**src/rtl/div_period_meter.sv**
```systemverilog
`default_nettype none
// ============================================================================
// Module      : div_period_meter
// Description : Measures the average period of a divided clock (sig_in) in
//               clk_in cycles. Periods are rising-edge-to-rising-edge; WIN
//               consecutive periods are summed into period_x10 (x10 average
//               when WIN=10), with min/max period of the window. Loss of
//               sig_in edges while measuring raises a one-cycle timeout_err.
// Ports       : clk_in      - system clock (same clock that drives the divider)
//               rst         - asynchronous active-high reset
//               sig_in      - divided clock under test, synchronous to clk_in
//               period_x10  - sum of the last completed window's WIN periods
//               min_per     - shortest period in the last completed window
//               max_per     - longest period in the last completed window
//               meas_valid  - one-cycle pulse when the three results update
//               timeout_err - one-cycle pulse on loss of sig_in edges
//               busy        - high while measuring
// Revision    : 1.0 - initial release
// ============================================================================
module div_period_meter #(
    parameter int WIN     = 10,
    parameter int CNT_W   = 5,
    parameter int SUM_W   = 10,
    parameter int TIMEOUT = 31
) (
    input  logic             clk_in,
    input  logic             rst,
    input  logic             sig_in,
    output logic [SUM_W-1:0] period_x10,
    output logic [CNT_W-1:0] min_per,
    output logic [CNT_W-1:0] max_per,
    output logic             meas_valid,
    output logic             timeout_err,
    output logic             busy
);

    localparam int               c_IDX_W    = (WIN > 1) ? $clog2(WIN) : 1;
    localparam logic [c_IDX_W-1:0] c_IDX_LAST = c_IDX_W'(WIN - 1);
    localparam logic [CNT_W-1:0] c_CNT_MAX  = '1;
    localparam logic [CNT_W-1:0] c_TIMEOUT  = CNT_W'(TIMEOUT);

    typedef enum logic [0:0] {
        S_IDLE = 1'b0,
        S_MEAS = 1'b1
    } state_t;

    state_t             r_state;
    logic               r_sig_d;
    logic [CNT_W-1:0]   r_per_cnt;
    logic [c_IDX_W-1:0] r_per_idx;
    logic [SUM_W-1:0]   r_acc;
    logic [CNT_W-1:0]   r_min;
    logic [CNT_W-1:0]   r_max;

    logic               w_rise;
    logic [SUM_W-1:0]   w_acc_next;
    logic [CNT_W-1:0]   w_min_next;
    logic [CNT_W-1:0]   w_max_next;

    // sig_d resets high so a sig_in already high at reset release is not
    // mistaken for a rising edge.
    assign w_rise = sig_in & ~r_sig_d;

    // Running window statistics including the period captured this cycle.
    assign w_acc_next = r_acc + SUM_W'(r_per_cnt);
    assign w_min_next = (r_per_cnt < r_min) ? r_per_cnt : r_min;
    assign w_max_next = (r_per_cnt > r_max) ? r_per_cnt : r_max;

    always_ff @(posedge clk_in or posedge rst) begin
        if (rst) begin
            r_state     <= S_IDLE;
            r_sig_d     <= 1'b1;
            r_per_cnt   <= '0;
            r_per_idx   <= '0;
            r_acc       <= '0;
            r_min       <= '1;
            r_max       <= '0;
            period_x10  <= '0;
            min_per     <= '0;
            max_per     <= '0;
            meas_valid  <= 1'b0;
            timeout_err <= 1'b0;
            busy        <= 1'b0;
        end else begin
            r_sig_d     <= sig_in;
            meas_valid  <= 1'b0;
            timeout_err <= 1'b0;

            case (r_state)
                S_IDLE: begin
                    // First edge only arms the meter; no period exists yet.
                    if (w_rise) begin
                        r_state   <= S_MEAS;
                        busy      <= 1'b1;
                        r_per_cnt <= CNT_W'(1);
                        r_per_idx <= '0;
                        r_acc     <= '0;
                        r_min     <= '1;
                        r_max     <= '0;
                    end
                end

                S_MEAS: begin
                    if (w_rise) begin
                        // Edge wins over a coincident timeout: the period is
                        // captured and this edge starts the next period.
                        r_per_cnt <= CNT_W'(1);
                        if (r_per_idx == c_IDX_LAST) begin
                            period_x10 <= w_acc_next;
                            min_per    <= w_min_next;
                            max_per    <= w_max_next;
                            meas_valid <= 1'b1;
                            r_per_idx  <= '0;
                            r_acc      <= '0;
                            r_min      <= '1;
                            r_max      <= '0;
                        end else begin
                            r_per_idx <= r_per_idx + c_IDX_W'(1);
                            r_acc     <= w_acc_next;
                            r_min     <= w_min_next;
                            r_max     <= w_max_next;
                        end
                    end else if (r_per_cnt == c_TIMEOUT) begin
                        // Lost clock: drop the partial window, keep results.
                        timeout_err <= 1'b1;
                        r_state     <= S_IDLE;
                        busy        <= 1'b0;
                    end else if (r_per_cnt != c_CNT_MAX) begin
                        r_per_cnt <= r_per_cnt + CNT_W'(1);
                    end
                end

                default: begin
                    r_state <= S_IDLE;
                    busy    <= 1'b0;
                end
            endcase
        end
    end

endmodule
`default_nettype wire
```
**config.mk**
```make
export PLATFORM = sky130hd
export DESIGN_NAME = div_period_meter
export DESIGN_NICKNAME = d
export VERILOG_FILES = /design/src/rtl/div_period_meter.sv
export SDC_FILE = /design/constraint.sdc
export NUM_CORES = 1
export LEC_CHECK = 0
export ABC_AREA = 1
export BUFFER_PORTS_ARGS = -buffer_cell sky130_fd_sc_hd__buf_2
export CAP_MARGIN = 10
export CORE_AREA = 4 4 79 81
export CTS_CLUSTER_DIAMETER = 40
export DETAILED_ROUTE_END_ITERATION = 6
export DIE_AREA = 0 0 83 85
export PLACE_DENSITY = 0.73
export SYNTH_ARGS = -nofsm -noshare
export SYNTH_HDL_FRONTEND = slang
export SYNTH_SLANG_ARGS = --single-unit
```
**constraint.sdc**
```tcl
create_clock -name clk_in -period 2.14 [get_ports clk_in]
set_input_delay 0.428 -clock clk_in [delete_from_list [all_inputs] [get_ports clk_in]]
set_output_delay 0.428 -clock clk_in [all_outputs]
set_load 0.02 [all_outputs]
```
=== Word level (Yosys, flattened, before mapping) ===
Cells that the tools add are included.

* Flip-flop bits (word level): 54
* Output and inout bits: 23

* Add/sub/neg operators: 3
* Magnitude comparators: 2
* Eq/ne operators: 9
* Muxes and demuxes: 37
* Bitwise operators: 3
* Reduce and logical (&&, ||, !) cells: 4

{| class="wikitable"
|+ Operators with widths
! kind !! number
|-
| $mux 5 || 12
|-
| $mux 10 || 3
|-
| $pmux 5 s2 || 3
|-
| $pmux 10 s2 || 1
|-
| $mux 1 || 12
|-
| $mux 4 || 3
|-
| $add 10x5->10 || 1
|-
| $reduce_and 3->1 || 3
|-
| $pmux 4 s2 || 1
|-
| $add 5x1->5 const B || 1
|-
| $eq 5x5->1 const B || 1
|-
| $gt 5x5->1 || 1
|-
| $lt 5x5->1 || 1
|-
| $ne 5x5->1 const B || 1
|-
| $add 4x1->4 const B || 1
|-
| $eq 4x4->1 const B || 1
|-
| $ne 2x1->1 const B || 2
|-
| $ne 2x2->1 const B || 2
|-
| $pmux 1 s2 || 2
|-
| $ne 3x1->1 const B || 1
|-
| $ne 3x3->1 const B || 1
|-
| $not 1->1 || 2
|-
| $reduce_and 2->1 || 1
|-
| $and 1x1->1 || 1
|}

=== Depth between registers and ports, before layout ===
Gate-level depths: netlist of the first run.

* Depth in word-level cells: 5
* Depth in mapped cells: 11

=== Worst setup path after synthesis of the first run ===
OpenSTA, ideal clock, no wires.

* Path type: flip-flop to flip-flop
* From: register r_per_cnt[0]
* To: register period_x10[6]
* Setup time: 118 ps
* Data arrival time: 1559 ps
* Path slack: 464 ps
* Stages on the path, launching flop included: 12
* Cell sequence: dfrtp_1 ha_1 inv_1 fa_1 inv_1 nand3_1 nand2_1 nand2_1 nand2_1 nand2_1 nand3_1 nand2_1

* Longest elaborated chain between the ends: 1

{| class="wikitable"
|+ Ends and longest elaborated chain
! what !! RTL line !! source
|-
| from (decl) || 49 || <nowiki>logic [CNT_W-1:0] r_per_cnt;</nowiki>
|-
| from (signal assigned) || 129 || <nowiki>r_per_cnt <= r_per_cnt + CNT_W'(1);</nowiki>
|-
| $add 10x5->10 || 65 || <nowiki>assign w_acc_next = r_acc + SUM_W'(r_per_cnt);</nowiki>
|-
| to (signal assigned) || 109 || <nowiki>period_x10 <= w_acc_next;</nowiki>
|-
| to (decl) || 29 || <nowiki>output logic [SUM_W-1:0] period_x10,</nowiki>
|}

Every way passes these cells.
A chain may end at the register's enable or synchronous reset.

=== Worst setup path after layout of the first run ===
* From: register r_per_cnt[0]
* To: register period_x10[8]

The elaborated chain is that of the path after synthesis.

==> results of run 1 <==
[logic make-up after synthesis]
logic type                 synth area share
DFF                                  0.4555
and+or+nand+nor                      0.3263
buffers and inverters               0.08221
AOI/OAI and AO/OA                   0.04195
adders and majority gates           0.08222
xor gates and xnor gates            0.01175
[metrics by stage]
step | hold WS (ns) | instances | utilization
2_1_floorplan | 0.4325 | 365 | -
3_3_place_gp | 0.4569 | 457 | 0.5766
3_5_place_dp | 0.4605 | 457 | 0.5766
4_1_cts | 0.1680 | 465 | 0.5960
5_1_grt | 0.1817 | 465 | 0.5960
6_report | 0.1633 | 465 | 0.5960
[sequential cells by signal (all words and copies together) (netlist names)]
register and flops:
period_x10 10, r_acc 10, max_per 5, min_per 5, r_max 5, r_min 5
r_per_cnt 5, r_per_idx 4, busy 1, meas_valid 1, r_sig_d 1, r_state 1
timeout_err 1
[layout make-up]
| type | instances | share of cell area |
|---|---|---|
| Clock buffer | 7 | 0.02340 |
| Clock inverter | 1 | 0.009206 |
| Inverter | 46 | 0.05600 |
| Multi-Input combinational cell | 259 | 0.4227 |
| Sequential cell | 54 | 0.4166 |
| Tap cell | 72 | 0.02762 |
| Timing Repair Buffer | 26 | 0.04450 |
[power by group]
group | switching [W] | internal [W] | leakage [nW]
sequential | 0.000260 | 0.00137 | 0.696
combinational | 0.00135 | 0.000753 | 1.13
clock | 0.000320 | 0.000351 | 0.0524
[metal layers]
metal | routed length (um) | part of all wire
met5 | 0 | 0
met1 | 2727 | 0.45
met2 | 3048 | 0.51
met4 | 52 | 0.0087
met3 | 176 | 0.029
[cells in the final DEF (no fill, tap or decap), types with 2 or more instances in the layout]
| master | netlist | layout |
|---|---|---|
| dfrtp_1 | 48 | 48 |
| clkbuf_1 | 0 | 2 |
| a21oi_1 | 4 | 4 |
| nor2_1 | 10 | 10 |
| nand2_2 | 3 | 3 |
| inv_1 | 41 | 40 |
| nand3b_1 | 3 | 3 |
| nand2_1 | 137 | 137 |
| nor3_1 | 2 | 2 |
| ha_1 | 18 | 18 |
| nand2_4 | 3 | 3 |
| buf_2 | 1 | 25 |
| dfstp_2 | 6 | 6 |
| nand3_2 | 6 | 6 |
| nand3_1 | 35 | 35 |
| nand4_1 | 8 | 8 |
| o21ai_0 | 11 | 11 |
| clkbuf_8 | 0 | 5 |
| inv_6 | 2 | 2 |
| xnor2_1 | 3 | 3 |
| o21ai_1 | 3 | 3 |
| inv_2 | 3 | 4 |
| or2_2 | 2 | 2 |
| o22ai_1 | 3 | 3 |
| nor2_2 | 2 | 2 |
[final timing paths]
path                               from  cells past startpoint             to  slack (ns)
min in group clk_in              sig_in                      1        r_sig_d        0.25
min reg2reg                  max_per[3]                      2     max_per[3]        0.48
max in group asynchronous           rst                      3       r_min[1]        1.68
min                                 rst                      3       r_acc[7]        0.16
max reg2reg                r_per_cnt[0]                     11  period_x10[8]        0.25
max                        r_per_cnt[0]                     11  period_x10[8]        0.25
[worst max-delay path, cell delays in order (launching register included)]
cell	delay (ns)
dfrtp_1	0.44
ha_1	0.25
inv_1	0.07
fa_1	0.39
inv_1	0.08
nand3_1	0.06
nand2_1	0.14
nand2_1	0.08
nand2_1	0.06
nand2_1	0.07
nand3_1	0.09
nand2_1	0.05
==> flow_summary.yaml, run 1 <==
placement:
  port-buffer-count: 25
  placed_area_um2: 3156
  gp_congestion: 0.8977
  dpl.hpwl_um: 4311
  post-place-ws_ns: 0.2513
power_and_ir_drop:
  irDropWorstVdd_mv: 0.6422
  power-per-cell-area_nw_per_um2: 1352
  p_leak_nw: 1.875
  p_total_w: 0.004410
clocking:
  cts_setup_buffers: 0
  clock_path_buffers: 2
  clk_latency_ns: 0.30
  cts_root_buffer: "clkbuf_8"
  cts_tree: "built"
  cts_resized: 0
  h-tree-depth: 2
  clk_pin_slew_ns: 0.09
  hold_buffers: 0
  cts_made_buffers: 5
  cts.sinks: 54
grt:
  antenna_found_initial: 0
  gr-total-overflow: 0
  grtUsageMet1: 0.2265
  grt_use_total: 0.1893
  grt.busiest_layer: "met2"
  use_met2: 0.3462
  grt_pass1_wl_um: 11000
  grtUsageMet3: 0.03592
  grt_pass1_vias: 2412
  grt_max_degree: 55
synthesis:
  ys_ff_latch: 54
  synth.most_common_cell: "nand2_1"
  synthesis.area_um2: 2983
  synth_area_leaders: "dfrtp_1 (40%), nand2_1 (17%), ha_1 (7.6%)"
  synth.distinct_cells: 32
  synthCells: 365
  netlist_top_cells_count: "nand2_1 (137), dfrtp_1 (48), inv_1 (41), nand3_1 (35), ha_1 (18)"
  synthArstFlopShare: 1.000
  synth_fp_nets: 387
  ys_seq_area_frac: 0.4555
  synth-edff-count: 0
  syn_area_per_cell_um2: 8.172
  yosys.area.top_type: "dfrtp_1"
  ys.flop_type: "dfrtp_1"
  synth_top_area_frac: 0.4027
  synth_warnings: 0
sta:
  fin_crit_sh: 0.8833
  setup_violations: 0
  rsz0062_at_grt: "false"
  max_freq_mhz: 529.0
  finClkSkew_ns: 0.008924
  min_period_ns: 1.890
  tightest_slew_ns: 0.3198
  finalSetupTns_ns: 0
  setup_ws_ns: 0.2498
  relSlewSlack: 0.7868
  slew_viol_final: 0
  hold_viol: 0
min_path:
  hold_path_class: "in -> async"
layout:
  ff_latch_area_um2: 1359
  fillers: 506
  area_growth_pct: 9.354
  fin_nets: 414
  antenna_cells: 0
  multiInputGateArea_um2: 1379
  final_layout_size_suffix_gt1_frac: 0.1578
  stdcell_area_um2: 3262
floorplanning:
  die_x_um: 83
  die-area_um2: 7055
  placementRows: 27
  start_util: 0.5450
  coreArea_um2: 5473
  io-pin-count: 26
  die_y_um: 85
drt:
  wl_per_cell_um: 12.91
  route.detailed.drc: 0
  viasPerCell: 5.183
  totalWireLength_um: 6004
  vias: 2410
  ant_nets: 0
  drtIter0Drc: 126
  first_pass_iters: 4
status:
  run_status: "finished, final reports clean"
critical_path:
  crit_required_ns: 2.34
  end_kind: "flop"
  path_class: "reg -> reg"
  crit_fanout: 5
  start_kind: "flop"
  arrival_ns: 2.09
job:
  cap_violations: 0
Note: power is estimated with default switching activity, not from simulation.
==> run 2: changes to the inputs <==
--- a/config.mk
+++ b/config.mk
@@ -8,11 +8,11 @@
 export ABC_AREA = 1
 export BUFFER_PORTS_ARGS = -buffer_cell sky130_fd_sc_hd__buf_2
 export CAP_MARGIN = 10
-export CORE_AREA = 4 4 79 81
+export CORE_AREA = 4 4 77 79
 export CTS_CLUSTER_DIAMETER = 40
 export DETAILED_ROUTE_END_ITERATION = 6
-export DIE_AREA = 0 0 83 85
-export PLACE_DENSITY = 0.73
+export DIE_AREA = 0 0 81 83
+export PLACE_DENSITY = 0.76
 export SYNTH_ARGS = -nofsm -noshare
 export SYNTH_HDL_FRONTEND = slang
 export SYNTH_SLANG_ARGS = --single-unit
==> run 2 against run 1 <==
Compared with the run above:
- clock skew hardly changed
- design area hardly changed
- core utilization is 1.6 points higher
- sequential power hardly changed
- routed wire length is 2.7% lower
- sequential share of layout area hardly changed
- worst setup slack better by 0.011 ns
- clock power is 0.7% higher
- count of clock-buffer cells in the layout is 2 lower
- cell count stayed put
- die area is 4.7% lower
- global-route usage is 1.3 points higher
- highest routed layer unchanged
==> flow_summary.yaml, run 2 (synthesis results as in run 1) <==
layout:
  final_common_cell: "nand2_1"
  top_regs: "period_x10: 10 flops, r_acc: 10 flops"
  antenna_cells: 0
  layout_common_cells: "nand2_1 (137), dfrtp_1 (48), inv_1 (40)"
  fin_util: 0.6116
  stdcell_area_um2: 3264
  ff_latch_area_um2: 1359
  multiInputGateArea_um2: 1379
  fin_nets: 414
  fillers: 510
  final_layout_size_suffix_gt1_frac: 0.1628
  area_growth_pct: 9.438
grt:
  antenna_found_initial: 0
  gr-total-overflow: 0
  grt_pass1_wl_um: 10920
  grt_use_total: 0.2023
  grt_pass1_vias: 2465
  grt_max_degree: 55
drt:
  vias: 2385
  totalWireLength_um: 5842
  wl_per_cell_um: 12.56
  first_pass_iters: 4
  ant_nets: 0
  route.detailed.drc: 0
  drtIter0Drc: 139
  viasPerCell: 5.129
floorplanning:
  die_y_um: 83
  io-pin-count: 26
  die-area_um2: 6723
  start_util: 0.5588
  placementRows: 27
  die_x_um: 81
  coreArea_um2: 5338
sta:
  finalSetupTns_ns: 0
  finClkSkew_ns: 0.009376
  tightest_slew_ns: 0.3316
  setup_ws_ns: 0.2608
  slew_viol_final: 0
  relSlewSlack: 0.7787
  hold_viol: 0
  min_period_ns: 1.879
  setup_violations: 0
  rsz0062_at_grt: "false"
  fin_crit_sh: 0.8781
  max_freq_mhz: 532.1
critical_path:
  arrival_ns: 2.08
  crit_fanout: 5
  start_kind: "flop"
  end_kind: "flop"
  r2r-start: "r_per_cnt[0]"
  path_class: "reg -> reg"
  crit_required_ns: 2.35
  startpoint: "r_per_cnt[0]"
placement:
  port-buffer-count: 25
  post-place-ws_ns: 0.2761
  dpl.hpwl_um: 4163
  placed_area_um2: 3156
  gp_congestion: 0.9058
clocking:
  clk_latency_ns: 0.31
  cts_tree: "built"
  clk_pin_slew_ns: 0.09
  cts_resized: 0
  hold_buffers: 0
  h-tree-depth: 2
  cts_setup_buffers: 0
  cts_root_buffer: "clkbuf_8"
  cts_made_buffers: 5
  clock_path_buffers: 2
  cts.sinks: 54
power_and_ir_drop:
  irDropWorstVdd_mv: 0.6038
  p_seq_frac: 0.371
  swShare: 0.4396
  p_switching_w: 0.001932
  p_total_w: 0.004395
  power-per-cell-area_nw_per_um2: 1346
  p_int_w: 0.002463
  pwr-share-comb: 0.475
  pwr-share-clk: 0.154
  p_leak_nw: 1.880
status:
  run_status: "finished, final reports clean"
min_path:
  hold_path_class: "in -> async"
job:
  cap_violations: 0
## run 2: changes by cell type in the layout (fill, tap and decap cells not counted), sizes merged
cell / delta
clkbuf: -2
clkinv: +2
## run 2: stage by stage
stage,hold slack (ns),cells
3_5_place_dp,0.4597,457
5_1_grt,0.1783,465
4_1_cts,0.1688,465
3_3_place_gp,0.4566,457
2_1_floorplan,0.4325,365
6_report,0.1629,465
## run 2: final cells by class
type / count / share of cell area
Timing Repair Buffer: 26 / 0.04446
Inverter: 46 / 0.05596
Multi-Input combinational cell: 259 / 0.4224
Tap cell: 72 / 0.02760
Sequential cell: 54 / 0.4163
Clock inverter: 3 / 0.01227
Clock buffer: 5 / 0.02108
## run 2: final timing paths
path | end | slack (ns) | cells after the start
max reg2reg | period_x10[8] | 0.26 | 11
min | r_acc[7] | 0.16 | 3
min reg2reg | period_x10[6] | 0.48 | 2
max in group asynchronous | r_sig_d | 1.69 | 3
max | period_x10[8] | 0.26 | 11
min in group clk_in | r_sig_d | 0.24 | 1
## run 2: power by group through the flow
stage	Sequential (W)	Clock, W	Combinational [W]
global route	0.00168	0.000735	0.00245
finish	0.00163	0.000676	0.00209
CTS	0.00163	0.000697	0.00210
detailed placement	0.00165	0	0.00209
floorplan	0.00172	0	0.00152
global placement	0.00163	0	0.00205
## run 2: critical path: stages, from the launching register on
cell     delay (ns)
dfrtp_1        0.44
ha_1           0.25
inv_1          0.07
fa_1           0.40
inv_1          0.07
nand3_1        0.07
nand2_1        0.13
nand2_1        0.08
nand2_1        0.07
nand2_1        0.08
nand3_1        0.08
nand2_1        0.05
## run 2: per-layer routing
metal	GRT usage	up-vias	wire length, um	part of all wire
met4	0.08141	0	150	0.026
li1	-	1220	-	-
met2	0.3271	39	2718	0.47
met1	0.2627	1114	2774	0.47
met5	0	-	0	0
met3	0.04013	12	198	0.034
